**config.mk**
```make
export PLATFORM = sky130hd
export DESIGN_NAME = counter_ctrl_flat
export DESIGN_NICKNAME = d
export VERILOG_FILES = /design/src/rtl/counter_ctrl_if.sv /design/src/rtl/counter_ctrl.sv /design/src/flat_wrapper.sv
export SDC_FILE = /design/constraint.sdc
export NUM_CORES = 1
export LEC_CHECK = 0
export ABC_AREA = 1
export CAP_MARGIN = 10
export CORE_ASPECT_RATIO = 1.25
export CORE_MARGIN = 3
export CORE_UTILIZATION = 48
export DETAILED_ROUTE_END_ITERATION = 7
export PLACE_DENSITY = 0.83
export SLEW_MARGIN = 10
export SYNTH_ARGS = -nofsm -noshare
export SYNTH_HDL_FRONTEND = slang
export SYNTH_SLANG_ARGS = --single-unit
```
**constraint.sdc**
```tcl
create_clock -name CLK -period 2.95 [get_ports CLK]
set_input_delay 0.59 -clock CLK [delete_from_list [all_inputs] [get_ports CLK]]
set_output_delay 0.59 -clock CLK [all_outputs]
set_load 0.03 [all_outputs]
```
**src/rtl/counter_ctrl_if.sv**
```systemverilog
// Command handshake bundle between the register/control layer (master) and counter_ctrl (slave).
interface counter_ctrl_if;
    logic       CMD_VALID;
    logic       CMD_READY;
    logic [1:0] CMD_MODE;
    logic [3:0] CMD_START;
    logic [3:0] CMD_LIMIT;

    modport master (
        output CMD_VALID,
        output CMD_MODE,
        output CMD_START,
        output CMD_LIMIT,
        input  CMD_READY
    );

    modport slave (
        input  CMD_VALID,
        input  CMD_MODE,
        input  CMD_START,
        input  CMD_LIMIT,
        output CMD_READY
    );
endinterface

```
**src/rtl/counter_ctrl.sv**
```systemverilog
// Sequencer for a 4-bit up/down loadable counter: one-shot down/up, periodic reload, ping-pong.
// Optional feature macro: PINGPONG_EN (mode 3 supported only when defined).
module counter_ctrl #(
    parameter int unsigned EVW = 8
) (
    input  logic            CLK,
    input  logic            RST,
    counter_ctrl_if.slave   cmd,
    input  logic            ABORT,
    input  logic            TICK,
    output logic            BUSY,
    output logic            DONE,
    output logic            EVENT,
    output logic            ERR,
    output logic [EVW-1:0]  STATUS_EVENTS,
    output logic            CNT_CLEAR,
    output logic            CNT_LOAD,
    output logic            CNT_ENABLE,
    output logic            CNT_DOWN,
    output logic [3:0]      CNT_D,
    input  logic [3:0]      CNT_Q
);

    localparam logic [1:0] M_ONESHOT_DN = 2'd0;
    localparam logic [1:0] M_ONESHOT_UP = 2'd1;
    localparam logic [1:0] M_PERIODIC   = 2'd2;
    localparam logic [1:0] M_PINGPONG   = 2'd3;

    typedef enum logic [1:0] {
        S_IDLE = 2'd0,
        S_LOAD = 2'd1,
        S_RUN  = 2'd2
    } state_t;

    state_t     state;
    logic [1:0] mode_r;
    logic [3:0] start_r;
    logic [3:0] target_r;
    logic       dir_r;
`ifdef PINGPONG_EN
    logic [3:0] limit_r;
`endif

    logic           term;
    logic           mode_ok;
    logic [EVW-1:0] events_inc;

    assign term = (state == S_RUN) && (CNT_Q == target_r);

`ifdef PINGPONG_EN
    assign mode_ok = 1'b1;
`else
    assign mode_ok = (cmd.CMD_MODE != M_PINGPONG);
`endif

    assign events_inc = (STATUS_EVENTS == {EVW{1'b1}}) ? STATUS_EVENTS
                                                       : STATUS_EVENTS + EVW'(1);

    // Handshake and counter controls are decoded straight from state and inputs.
    assign cmd.CMD_READY = (state == S_IDLE) && !RST;
    assign BUSY          = (state != S_IDLE);
    assign CNT_CLEAR     = RST || ((state == S_RUN) && ABORT);
    assign CNT_LOAD      = (state == S_LOAD);
    assign CNT_ENABLE    = (state == S_RUN) && !ABORT && !term && TICK;
    assign CNT_DOWN      = dir_r;
    assign CNT_D         = start_r;

    always_ff @(posedge CLK) begin
        if (RST) begin
            state         <= S_IDLE;
            mode_r        <= 2'd0;
            start_r       <= 4'd0;
            target_r      <= 4'd0;
            dir_r         <= 1'b0;
            DONE          <= 1'b0;
            EVENT         <= 1'b0;
            ERR           <= 1'b0;
            STATUS_EVENTS <= '0;
`ifdef PINGPONG_EN
            limit_r       <= 4'd0;
`endif
        end else begin
            DONE  <= 1'b0;
            EVENT <= 1'b0;
            ERR   <= 1'b0;
            case (state)
                S_IDLE: begin
                    if (cmd.CMD_VALID) begin
                        if (mode_ok) begin
                            mode_r        <= cmd.CMD_MODE;
                            start_r       <= cmd.CMD_START;
                            target_r      <= cmd.CMD_LIMIT;
                            dir_r         <= ~cmd.CMD_MODE[0];
                            STATUS_EVENTS <= '0;
`ifdef PINGPONG_EN
                            limit_r       <= cmd.CMD_LIMIT;
`endif
                            state         <= S_LOAD;
                        end else begin
                            ERR <= 1'b1;
                        end
                    end
                end
                S_LOAD: state <= S_RUN;
                S_RUN: begin
                    if (ABORT) begin
                        state <= S_IDLE;
                    end else if (term) begin
                        case (mode_r)
                            M_ONESHOT_DN, M_ONESHOT_UP: begin
                                DONE  <= 1'b1;
                                state <= S_IDLE;
                            end
                            M_PERIODIC: begin
                                EVENT         <= 1'b1;
                                STATUS_EVENTS <= events_inc;
                                state         <= S_LOAD;
                            end
`ifdef PINGPONG_EN
                            M_PINGPONG: begin
                                // Bounce between the two endpoints without reloading.
                                EVENT         <= 1'b1;
                                STATUS_EVENTS <= events_inc;
                                dir_r         <= ~dir_r;
                                target_r      <= (target_r == limit_r) ? start_r : limit_r;
                            end
`endif
                            default: state <= S_IDLE;
                        endcase
                    end
                end
                default: state <= S_IDLE;
            endcase
        end
    end

endmodule

```
**src/flat_wrapper.sv**
```systemverilog
// flat-port wrapper written by rule: the top's interface ports become plain ports
module counter_ctrl_flat 
#(
    parameter int unsigned EVW = 8
)
  (CLK, RST, ABORT, TICK, BUSY, DONE, EVENT, ERR, STATUS_EVENTS, CNT_CLEAR, CNT_LOAD, CNT_ENABLE, CNT_DOWN, CNT_D, CNT_Q, cmd_CMD_VALID, cmd_CMD_MODE, cmd_CMD_START, cmd_CMD_LIMIT, cmd_CMD_READY);
  counter_ctrl_if cmd_i ();
  input  logic CLK;
  input  logic RST;
  input  logic ABORT;
  input  logic TICK;
  output logic BUSY;
  output logic DONE;
  output logic EVENT;
  output logic ERR;
  output logic [EVW-1:0] STATUS_EVENTS;
  output logic CNT_CLEAR;
  output logic CNT_LOAD;
  output logic CNT_ENABLE;
  output logic CNT_DOWN;
  output logic [3:0] CNT_D;
  input  logic [3:0] CNT_Q;
  input wire logic [$bits(cmd_i.CMD_VALID)-1:0] cmd_CMD_VALID;
  input wire logic [$bits(cmd_i.CMD_MODE)-1:0] cmd_CMD_MODE;
  input wire logic [$bits(cmd_i.CMD_START)-1:0] cmd_CMD_START;
  input wire logic [$bits(cmd_i.CMD_LIMIT)-1:0] cmd_CMD_LIMIT;
  output wire logic [$bits(cmd_i.CMD_READY)-1:0] cmd_CMD_READY;
  assign cmd_i.CMD_VALID = cmd_CMD_VALID;
  assign cmd_i.CMD_MODE = cmd_CMD_MODE;
  assign cmd_i.CMD_START = cmd_CMD_START;
  assign cmd_i.CMD_LIMIT = cmd_CMD_LIMIT;
  assign cmd_CMD_READY = cmd_i.CMD_READY;
  counter_ctrl #(.EVW(EVW)) u_core (.CLK(CLK), .RST(RST), .cmd(cmd_i), .ABORT(ABORT), .TICK(TICK), .BUSY(BUSY), .DONE(DONE), .EVENT(EVENT), .ERR(ERR), .STATUS_EVENTS(STATUS_EVENTS), .CNT_CLEAR(CNT_CLEAR), .CNT_LOAD(CNT_LOAD), .CNT_ENABLE(CNT_ENABLE), .CNT_DOWN(CNT_DOWN), .CNT_D(CNT_D), .CNT_Q(CNT_Q));
endmodule
```
After elaboration in Yosys (flattened, before gate mapping) --
Index checks and enable logic that the tools add are counted.
Word-level totals: bits in latches 0, RAM bits 0, memories kept 0, ROM bits 0, flip-flop bits (word level) 24, input bits 19, word-level logic and storage cells 65, output and inout port bits 21
Cells by class: equality and inequality tests 14, shifts and indexed selects 0, add/sub/neg operators 1, mux-type cells 16, bitwise gates (word level) 5, multiply operators 0, div/mod/pow operators 0, reductions and logical operators 20, $lt $le $gt $ge 0
Operator list (count):
- 2-to-1 mux 8 bit | 6
- one-hot mux 8 bit (2 select lines) | 1
- inequality test 2 bit, second input constant | 5
- adder 8 x 1 -> 8 bit, second input constant | 1
- equality test 8 bit, second input constant | 1
- 2-to-1 mux 2 bit | 4
- AND reduction 7 bit | 1
- logical AND 1 bit | 6
- one-hot mux 2 bit (3 select lines) | 1
- AND reduction 3 bit | 2
- NOT 1 bit | 5
- equality test 2 x 1 -> 1 bit, second input constant | 2
- equality test 2 bit, second input constant | 2
- equality test 4 bit | 1
- logical NOT 2 bit | 2
- 2-to-1 mux 1 bit | 4
- inequality test 2 x 1 -> 1 bit, second input constant | 2
- nonzero test 2 bit | 2
- OR reduction 4 bit | 1
- logical NOT 1 bit | 3
- inequality test 3 x 2 -> 1 bit, second input constant | 1
- OR reduction 3 bit | 1
- OR reduction 2 bit | 1
- logical OR 1 bit | 1

Logic depth before layout (Yosys ltp) --
Gate-level depths: netlist of run 1.
depth in word-level cells 6, mapped depth 11

Least setup slack after synthesis of run 1 --
OpenSTA, ideal clock, no wires.
path type input -> output, start point input RST, end point output CNT_CLEAR, slack 1007 ps, data arrival time 1353 ps, stages on the path 4, cell sequence buf_2 inv_1 buf_4 o21ai_0
On the way: word-level cells in the longest chain between the ends 1
Ends and longest elaborated chain:
- start: declaration | line flat_wrapper.sv:9 | input logic RST;
- logical OR 1 bit | line counter_ctrl.sv:62 | assign CNT_CLEAR = RST || ((state == S_RUN) && ABORT);
- end: declaration | line flat_wrapper.sv:17 | output logic CNT_CLEAR;
No other way between the ends.

Worst setup path after layout of run 1 --
start point input CNT_Q[2], end point output CNT_ENABLE
On the way: word-level cells in the longest chain between the ends 5
Ends and longest elaborated chain:
- start: declaration | line flat_wrapper.sv:22 | input logic [3:0] CNT_Q;
- equality test 4 bit | line counter_ctrl.sv:48 | assign term = (state == S_RUN) && (CNT_Q == target_r);
- logical AND 1 bit | line counter_ctrl.sv:48
- logical NOT 1 bit | line counter_ctrl.sv:64 | assign CNT_ENABLE = (state == S_RUN) && !ABORT && !term && TICK;
- logical AND 1 bit (2 in a row) | line counter_ctrl.sv:64
- end: declaration | line flat_wrapper.sv:19 | output logic CNT_ENABLE;
No other way between the ends.

==> results of run 1 <==
[flip-flops by register name, indices dropped and copies added (netlist names)]
signal	cells
u_core.EVENT	1
u_core.CNT_DOWN	1
u_core.ERR	1
u_core.target_r	4
u_core.CNT_D	4
u_core.state	2
u_core.DONE	1
u_core.mode_r	2
u_core.STATUS_EVENTS	8
[layout make-up]
type                       instances  area (sq um)
fill                             193           641
multi-input combinational        123           616
sequential                        24           480
timing repair buffer              41           403
inverter                          28           105
tap                               31          38.8
clock buffer                       3          22.5
[stage by stage]
step / utilization (%) / setup slack (ps) / hold WS [ps]
floorplan: - / 1010 / 392
global placement: 71.2 / 150 / 401
CTS: 72.2 / 114 / 420
finish: 72.2 / 125 / 421
global route: 72.2 / 30.3 / 438
detailed placement: 71.2 / 109 / 401
[cell families (layout without fill, tap and decap cells)]
kind of cell	Yosys count	after routing	share of synthesized area, %
buf+inv	31	72	9.97
flops	24	24	39.5
compound gates	23	23	9.87
simple gates	99	99	39.7
fa+ha+maj	1	1	1.03
[synth_stat cells (2+ instances only)]
library cell   n  area (sq um)
nand2_1       44           165
inv_1         27           101
nor2_1        26          97.6
dfxtp_1       24           480
o21ai_0       11          55.1
a21oi_1       10          50.1
nand4_1        9          56.3
nand3_1        5          25.0
nand2_2        4          25.0
nor2_2         4          25.0
nand3_4        2          35.0
[power by group through the flow]
| stage | Clock, mW | Sequential, mW | Combinational (mW) |
|---|---|---|---|
| 2_1_floorplan | 0 | 0.388 | 0.101 |
| 3_3_place_gp | 0 | 0.367 | 0.196 |
| 3_5_place_dp | 0 | 0.368 | 0.201 |
| 4_1_cts | 0.143 | 0.361 | 0.202 |
| 5_1_grt | 0.156 | 0.364 | 0.219 |
| 6_report | 0.142 | 0.361 | 0.200 |
[worst paths after layout]
check,to,slack (ps),cells past startpoint
max,CNT_ENABLE,120,8
min,u_core.DONE,420,1
max reg2reg,u_core.STATUS_EVENTS[1],1380,8
min reg2reg,u_core.DONE,420,1
[critical path: stages]
cell and delay, ps:
clkdlybuf4s50_1 480, nand2_1 60, nand2_1 60, nor2_1 50, nand2_1 90, nand3_1 110
nor2_1 110, clkdlybuf4s50_1 680
[cell usage in the layout (no fill, tap or decap), drive strengths merged]
| cell | count |
|---|---|
| nand2 | 49 |
| inv | 28 |
| ha | 1 |
| a211oi | 1 |
| buf | 3 |
| clkbuf | 3 |
| or2 | 1 |
| o21bai | 1 |
| clkdlybuf4s50 | 38 |
| nor2 | 30 |
| a21oi | 10 |
| o21ai | 11 |
| nand3 | 8 |
| dfxtp | 24 |
| nand4 | 10 |
| nor3 | 1 |
[metal layers]
layer  vias up  part of all wire [%]
met3         5                   6.1
met1       559                    39
met2        35                    53
li1        644                     -
met4         0                   1.9
met5         -                     0
==> reports/qor.csv, run 1 <==
metric,value,unit
ys_types,23,
syn_area,1220,sq um
cp.arrival,2240,ps
place_inst,247,
slew_headroom,77.9,%
cp-startpoint,CNT_Q[2],
hp-class,flop to flop,
die-area,3180,sq um
setup_viol,0,
routed_wl,2.87,mm
end_kind,output port,
grtUsageTotal,19.2,%
hpwl,2.26,mm
p_int,477,uW
syn_area_per_cell,6.84,sq um
cts_tree,built,
dr.pass1.iters,4,
synth_edf_count,0,
async_reset_ff_share,0,%
final_area,1670,sq um
antenna_cells,0,
synth_ff_type,dfxtp_1,
path_clk_slew,120,ps
fin_skew,3.98,ps
avgViaCountPerCell,4.97,
synth-seq-cells,24,
status,"complete, no violations",
drt-initial-drc-count,31,
cts_root_buffer,clkbuf_4,
fin_crit,2830,ps
clk_latency,310,ps
fp.dieW,51.0,microns
crit_fanout,2,
gp_congestion,0.864,
powerDensity,423,nW/um^2
worstReg2RegStart,u_core.STATUS_EVENTS[1],
ir_worst_vdd,0.378,mV
syn_nets,198,
slew_violations,0,
grt-ovfl-total,0,
ys_seq_area_share,39.5,%
postCtsSetupBuffers,0,
drt_drc_violations_left,0,
grt_pass1_vias,1233,
busiest_layer,met2,
stdcell_count,250,
rsz0062_at_grt,no,
cts_made_buffers,3,
antenna_found_initial,0,
tightest_slew,331,ps
total_power,704,uW
ios,40,
drv_cap,0,
p_switching,226,uW
wl_per_cell,11.5,microns
p_comb_share,28.5,%
pwr-share-seq,51.3,%
cts_resized,0,
finalCritPeriodShare,95.8,%
coreArea,2310,sq um
use_met1,20.7,%
hp-start,u_core.mode_r[1],
final_nets,241,
leakage,0.726,nW
syn_inst,178,
cp-start-kind,input pin,
area_growth_syn_to_layout,36.8,%
placed_area,1640,sq um
cts_hold_buffers,0,
grt_pass1_wl,4.93,mm
start_util,52.8,%
clock-sinks,24,
fp-row-count,19,
ant_nets,0,
use_met3,3.83,%
pwr-share-clk,20.2,%
port_buffers,39,
layout-drive-gt1-share,9.59,%
clock_tree.buffer_depth,2,
grtUsageMet2,35.0,%
yosys_warnings,0,
fmax,0.354,GHz
setup-tns-final,0,ps
required,2360,ps
die_h,62.3,microns
dr_total_vias,1243,
hold_violations,0,
swShare,32.2,%
worstSetupPathType,input pin to output port,
htree_levels,1,
grt_max_degree,18,
Power figures use the tool's default switching activity.
==> run 2, diff against run 1 <==
--- a/config.mk
+++ b/config.mk
@@ -10,6 +10,7 @@
 export CORE_ASPECT_RATIO = 1.25
 export CORE_MARGIN = 3
 export CORE_UTILIZATION = 48
+export CTS_CLUSTER_DIAMETER = 100
 export DETAILED_ROUTE_END_ITERATION = 7
 export PLACE_DENSITY = 0.83
 export SLEW_MARGIN = 10
==> results of run 2 <==
Final layout, timing and power as in run 1 (identical DEF).
